--- src/rtl/uart_tx_arbiter.sv ---
`default_nettype none
// +----------------------------------------------------------------------------+
// | Module      : uart_tx_arbiter                                              |
// | Description : Round-robin arbiter sharing one UART transmitter between     |
// |               NUM_REQ byte producers on the baud clock. One start pulse    |
// |               and one ack per byte; a watchdog aborts a frame whose done   |
// |               pulse never arrives.                                         |
// |               Optional: define UART_ARB_LOCK_EN to keep the grant on one   |
// |               requester until it sends a byte flagged with req_last.       |
// | Revision    : 1.0 - initial release                                        |
// +----------------------------------------------------------------------------+
module uart_tx_arbiter #(
    parameter int  NUM_REQ     = 4,
    parameter int  TIMEOUT_CYC = 16,
    localparam int GRANT_W     = $clog2(NUM_REQ)
) (
    input  logic                 clk_baud,
    input  logic                 rst,
    input  logic [NUM_REQ-1:0]   req,
    input  logic [NUM_REQ*8-1:0] req_byte,
    input  logic [NUM_REQ-1:0]   req_last,
    output logic [NUM_REQ-1:0]   ack,
    output logic [7:0]           uart_tx_byte,
    output logic                 uart_start_send,
    input  logic                 uart_done,
    output logic                 busy,
    output logic [GRANT_W-1:0]   grant_id,
    output logic                 timeout_err
);

    localparam int CNT_W = $clog2(TIMEOUT_CYC);

    localparam logic [1:0] c_st_idle  = 2'd0;
    localparam logic [1:0] c_st_issue = 2'd1;
    localparam logic [1:0] c_st_wait  = 2'd2;

    localparam logic [CNT_W-1:0]   c_cnt_last = CNT_W'(TIMEOUT_CYC - 1);
    localparam logic [GRANT_W-1:0] c_gid_rst  = GRANT_W'(NUM_REQ - 1);

    logic [1:0]         r_state;
    logic [CNT_W-1:0]   r_wait_cnt;
    logic [GRANT_W-1:0] r_grant_id;
    logic [7:0]         r_tx_byte;
    logic [NUM_REQ-1:0] r_ack;
    logic               r_start;
    logic               r_timeout_err;

    logic               w_rr_found;
    logic [GRANT_W-1:0] w_rr_winner;
    logic               w_lock_hold;
    logic               w_found;
    logic [GRANT_W-1:0] w_winner;
    logic [7:0]         w_byte;
    logic               w_timeout;

    // Round-robin search: first pending requester after the last grant, wrapping at NUM_REQ-1
    always_comb begin
        logic [GRANT_W-1:0] v_idx;
        w_rr_found  = 1'b0;
        w_rr_winner = '0;
        v_idx       = '0;
        // Scan from farthest to nearest so the nearest pending requester wins
        for (int k = NUM_REQ; k >= 1; k--) begin
            v_idx = GRANT_W'((int'(r_grant_id) + k) % NUM_REQ);
            if (req[v_idx]) begin
                w_rr_found  = 1'b1;
                w_rr_winner = v_idx;
            end
        end
    end

`ifdef UART_ARB_LOCK_EN
    logic r_locked;

    // A locked requester that is still pending keeps the grant regardless of round-robin order
    assign w_lock_hold = r_locked && req[r_grant_id];
`else
    logic w_unused_last;

    assign w_lock_hold   = 1'b0;
    assign w_unused_last = ^req_last;
`endif

    assign w_found   = w_lock_hold | w_rr_found;
    assign w_winner  = w_lock_hold ? r_grant_id : w_rr_winner;
    assign w_timeout = (r_state == c_st_wait) && !uart_done && (r_wait_cnt == c_cnt_last);

    // Byte mux for the winning requester
    always_comb begin
        w_byte = 8'h00;
        for (int i = 0; i < NUM_REQ; i++) begin
            if (w_winner == GRANT_W'(i)) begin
                w_byte = req_byte[8*i +: 8];
            end
        end
    end

    // Main FSM: pick a winner in IDLE, pulse start/ack out of ISSUE, wait for done or watchdog
    always_ff @(posedge clk_baud or negedge rst) begin
        if (!rst) begin
            r_state       <= c_st_idle;
            r_wait_cnt    <= '0;
            r_grant_id    <= c_gid_rst;
            r_tx_byte     <= 8'h00;
            r_ack         <= '0;
            r_start       <= 1'b0;
            r_timeout_err <= 1'b0;
        end else begin
            r_ack         <= '0;
            r_start       <= 1'b0;
            r_timeout_err <= 1'b0;
            case (r_state)
                c_st_idle: begin
                    if (w_found) begin
                        r_grant_id <= w_winner;
                        r_tx_byte  <= w_byte;
                        r_state    <= c_st_issue;
                    end
                end
                c_st_issue: begin
                    r_ack      <= NUM_REQ'(1) << r_grant_id;
                    r_start    <= 1'b1;
                    r_wait_cnt <= '0;
                    r_state    <= c_st_wait;
                end
                c_st_wait: begin
                    if (uart_done) begin
                        r_state <= c_st_idle;
                    end else if (w_timeout) begin
                        r_timeout_err <= 1'b1;
                        r_state       <= c_st_idle;
                    end else begin
                        r_wait_cnt <= r_wait_cnt + 1'b1;
                    end
                end
                default: r_state <= c_st_idle;
            endcase
        end
    end

`ifdef UART_ARB_LOCK_EN
    // Lock tracking: set on a non-final byte, cleared on final byte, holder withdrawal or timeout
    always_ff @(posedge clk_baud or negedge rst) begin
        if (!rst) begin
            r_locked <= 1'b0;
        end else if (r_state == c_st_idle) begin
            if (w_found) begin
                r_locked <= !req_last[w_winner];
            end else begin
                r_locked <= 1'b0;
            end
        end else if (w_timeout) begin
            r_locked <= 1'b0;
        end
    end
`endif

    assign ack             = r_ack;
    assign uart_start_send = r_start;
    assign uart_tx_byte    = r_tx_byte;
    assign grant_id        = r_grant_id;
    assign timeout_err     = r_timeout_err;
    assign busy            = (r_state != c_st_idle);

endmodule
`default_nettype wire

--- config.mk ---
export PLATFORM = sky130hd
export DESIGN_NAME = uart_tx_arbiter
export DESIGN_NICKNAME = d
export VERILOG_FILES = /design/src/rtl/uart_tx_arbiter.sv
export SDC_FILE = /design/constraint.sdc
export NUM_CORES = 1
export LEC_CHECK = 0
export ABC_AREA = 1
export CORE_ASPECT_RATIO = 2
export CORE_MARGIN = 2
export CORE_UTILIZATION = 35
export CTS_CLUSTER_DIAMETER = 60
export DETAILED_ROUTE_END_ITERATION = 8
export PLACE_DENSITY = 0.68
export SLEW_MARGIN = 20
export SYNTH_ARGS = -nofsm -noshare
export SYNTH_HDL_FRONTEND = slang
export SYNTH_SLANG_ARGS = --single-unit
--- constraint.sdc ---
create_clock -name clk_baud -period 6.17 [get_ports clk_baud]
set_input_delay 1.234 -clock clk_baud [delete_from_list [all_inputs] [get_ports clk_baud]]
set_output_delay 1.234 -clock clk_baud [all_outputs]
set_load 0.005 [all_outputs]
# After elaboration in Yosys (flattened, before gate mapping)
# Cells that the tools add are included.
# op_classes
n_mux,32
shift,1
reduce_logical,10
eq_ne,10
n_addsub,5
magnitude_cmp,4
# ops
cell,n
$mux W8,4
$mux W2,7
$lt A2 B3 Y1 const B,4
$mux W1,12
$mux W4,3
$bmux W1 S2,4
$pmux W4 S2,1
$eq A2 B2 Y1 const B,3
$ne A2 B2 Y1 const B,3
$pmux W2 S3,1
$add A2 B1 Y2 const B,2
$add A2 B2 Y2 const B,2
$add A4 B1 Y4 const B,1
$eq A2 B1 Y1 const B,2
$eq A4 B4 Y1 const B,1
$logic_not A2 Y1,2
$reduce_and A2 Y1,2
$reduce_bool A2 Y1,2
$shl A1 B2 Y4 const A,1
$ne A3 B3 Y1 const B,1
$reduce_and A3 Y1,1
$logic_and A1 B1 Y1,2
$logic_not A1 Y1,1
# totals
inputBits,43
regBits,22
word_cells,69
output_inout_bits,17

# Depth between registers and ports, before layout
# logic_depth
depth_word,12
ltp_mapped,16
depth_no_buf,14

# Worst setup path before layout
# No wires, ideal clock.
# synth_timing
kind,input-to-reg
start,in req[0]
end,reg r_tx_byte[5] (netlist: uart_tx_byte[5])
t_required_ns,6.054
cell_stages,15
arrival_ns,2.244
path_buffers,1
slack_ns,3.810
setup_ns,0.116
path_cell_list,inv_1 nand2_1 nand3_2 nand2_1 inv_1 nand2_1 nand3_2 nand2_4 inv_4 nand2_4 buf_6 o21ai_1 inv_1 nand2_1 nand2_1
# synth_via
elab_chain_len,11
elab_cells_between_ends,25
classes_between,3 x eq/ne; 20 x mux; 2 x reduce/logical
# synth_rtl
item,line,rtl
from (decl),19,"input logic [NUM_REQ-1:0] req,"
$bmux W1 S2,65,if (req[v_idx]) begin
$mux W1 (implied by the code),65,
$mux W2 (4 in a row),65,
$logic_not A2 Y1,92,if (w_winner == GRANT_W'(i)) begin
$mux W8 (4 in a row),92,
to (signal assigned),116,r_tx_byte <= w_byte;
to (decl),43,logic [7:0] r_tx_byte;
# Several ways; a longest one is shown, not always the timed one. The select of a mux whose other input is x is not followed.
# A chain may end at the register's enable or synchronous reset.

# Worst setup path in the final report
# layout_timing
start,in req[3]
end,reg r_tx_byte[7] (netlist: uart_tx_byte[7])
# The elaborated chain is that of the path after synthesis.

==> impl_metrics.yaml <==
outcome:
  status: "finished clean"
global_routing:
  grtUsageTotal_pct: 15.81
  grt_overflow: 0
  antenna_found_initial: 0
  grt_pass1_wl_um: 5740
  grt_max_degree: 23
  grt_pass1_vias: 1371
cts:
  cts_hold_buf: 0
  cts_tree: "yes"
  post-cts-setup-buffers: 0
  path_clk_slew_ns: 0.08
  cts_buffer_depth: 2
  cts_resized: 0
  numCtsBuffers: 3
  cts.htree.levels: 1
  clk_latency_ns: 0.26
  cts.sinks: 22
  ctsRootBufferMaster: "clkbuf_8"
route:
  dr_total_vias: 1427
  drt_wl_total_um: 3613
  wl_per_cell_um: 12.00
  drt_iter0_markers: 15
  viasPerCell: 4.741
  ant_nets: 0
  drt-pass1-iter-count: 4
  route.detailed.drc: 0
worst_hold_path:
  hold_path.class: "reg -> reg"
sta:
  period_share_pct: 51.25
  slew_viol_final: 0
  setup_viol: 0
  worst_slew_pin_slew_ns: 0.9382
  rsz0062_at_grt: "false"
  period_needed_ns: 3.162
  finClkSkew_ns: 0.002689
  maxClockFrequency_ghz: 0.3162
  fin_ws_ns: 3.008
  setup_tns_ns: 0
  hold_viol: 0
  relSlewSlack_pct: 37.25
power_and_ir_drop:
  p_int_w: 0.0005683
  p_per_area_nw_per_um2: 551.9
  power_switching_w: 0.0005752
  p_sw_share_pct: 50.30
  leakage_nw: 1.023
  p_clk_share_pct: 8.8
  seqPwrFrac_pct: 22.6
  vdd_drop_max_uv: 475.5
  p_comb_share_pct: 68.7
synthesis:
  postSynthAreaPerCell_um2: 7.437
  async_flop_share_pct: 100.0
  synth_cells: 195
  synth-seq-cells: 22
  ys_types: 25
  syn-num-nets: 243
  yosys.area.top_type: "dfrtp_1"
  yosysWarningCount: 0
  synth_enable_flop_cells: 0
  synth_common_cells: "59 x nand2_1, 27 x inv_1, 22 x nand3_1"
  syn_area_um2: 1450
  synthTopCellsByArea: "dfrtp_1 35%, nand2_1 15%, nand3_1 7.6%, inv_1 7.0%, ha_1 4.3%"
  ys_seq_area_share_pct: 38.14
  synth_top_flop_cell: "dfrtp_1"
  synth.most_common_cell: "nand2_1"
  synth.top_cell.area_share_pct: 34.51
final_layout:
  final_core_util_pct: 51.21
  fin_cells: 301
  nNetsFinal: 298
  syn_to_final_growth_pct: 42.88
  multi_input_area_um2: 728.2
  design_area_um2: 2072
  seqCellArea_um2: 553.0
  diodes: 0
  drive_gt1_share_pct: 10.44
  fillers: 438
floorplan:
  io_pins: 60
  start_util_pct: 35.84
  die-area_um2: 4705
  fp.coreArea_um2: 4046
  die_width_um: 49.52
  fp-row-count: 33
  chipHeight_um: 95.03
critical_path:
  cp_top_family: "simple AND/OR/NAND/NOR gates"
  critical_path_class: "in -> reg"
  critical_path.slowest_cell: "nor2_1"
  worst_setup_path_end_kind: "register"
  cp.required_ns: 6.32
  critPathLaunchType: "input pin"
  cp_common_cell: "nand2_1"
  slowest_delay_ns: 0.62
  arrival_ns: 3.32
  cp_max_fo: 14
  path_cells: "clkdlybuf4s50_1 > inv_1 > o21ai_2 > nand2_1 > nand2_2 > nor3_1 > nor2_1 > inv_1 > nand2_1 > nand2_1"
  critPathBufInv: 3
flow_run:
  maxCapViolations: 0
placed_design:
  io_buffers: 55
  dp_slack_ns: 2.676
  dp.cells: 297
  post-dp-hpwl_um: 2950
  gp_congestion: 0.8701
  placed_cell_area_um2: 2017
-- registers in the layout, indices dropped and copies added, names as in the netlist --
| register | count |
|---|---|
| timeout_err | 1 |
| uart_start_send | 1 |
| r_state | 2 |
| r_wait_cnt | 4 |
| uart_tx_byte | 8 |
| ack | 4 |
| grant_id | 2 |
-- power groups by stage --
stage	logic [W]	clock network, W	registers, W
floorplan	0.000613	0	0.000244
global placement	0.000772	0	0.000259
detailed placement	0.000792	0	0.000260
CTS	0.000794	0.000103	0.000258
global route	0.000887	0.000112	0.000264
finish	0.000785	0.000100	0.000258
-- placed cells by master (no fill, tap or decap), drive strengths merged --
cell and instances:
dfstp 2, nor3b 1, nor4 1, ha 5, clkdlybuf4s50 55, nand4 7, inv 30, nor2 10
nand2 68, xor2 1, o21ai 15, dfrtp 20, clkbuf 4, nor3 2, nand3 27, a21oi 1
-- path summary, 6_finish.rpt --
check,from,to,slack (ns),cells after the start
min,r_state[0]$_DFFE_PN0P_,timeout_err$_DFF_PN0_,0.48,1
max,req[3],uart_tx_byte[7]$_DFFE_PN0P_,3.01,10
max reg2reg,grant_id[0]$_DFFE_PN1P_,uart_tx_byte[7]$_DFFE_PN0P_,3.39,10
min in group asynchronous,rst,r_wait_cnt[1]$_DFFE_PN0P_,1.50,1
min reg2reg,r_state[0]$_DFFE_PN0P_,timeout_err$_DFF_PN0_,0.48,1
max in group asynchronous,rst,r_state[0]$_DFFE_PN0P_,4.10,1
-- cell type report --
| cell class | count | share of cell area [%] |
|---|---|---|
| clock buffers | 4 | 2.657 |
| inverters | 30 | 5.797 |
| multi-input cells | 138 | 35.14 |
| flip-flops and latches | 22 | 26.69 |
| well taps | 52 | 3.140 |
| repair buffers | 55 | 26.57 |
-- stage by stage --
step	total power (W)	hold WS [ns]
5_1_grt	0.001263	0.5047
6_report	0.001143	0.4752
2_1_floorplan	0.0008570	0.4355
3_3_place_gp	0.001032	0.4633
4_1_cts	0.001155	0.4865
3_5_place_dp	0.001053	0.4697
-- layer usage --
metal,track usage [%],wire length [um],part of all wire (%)
met2,29.84,2077,57
met3,1.097,83,2.3
met4,9.491,95,2.6
met5,0,0,0
met1,16.78,1357,38
-- cells by family (layout without fill, tap and decap cells) --
kind of cell	after synthesis	count (layout)	share of synthesized area, %
AND/OR/NAND/NOR	116	116	39.26
XOR/XNOR	1	1	0.6041
buffers and inverters	35	89	11.65
AO/OA/AOI/OAI	16	16	6.039
adder cells (fa/ha/maj)	5	5	4.314
flip-flops	22	22	38.14
No activity file was read; power rests on OpenSTA's default activity.
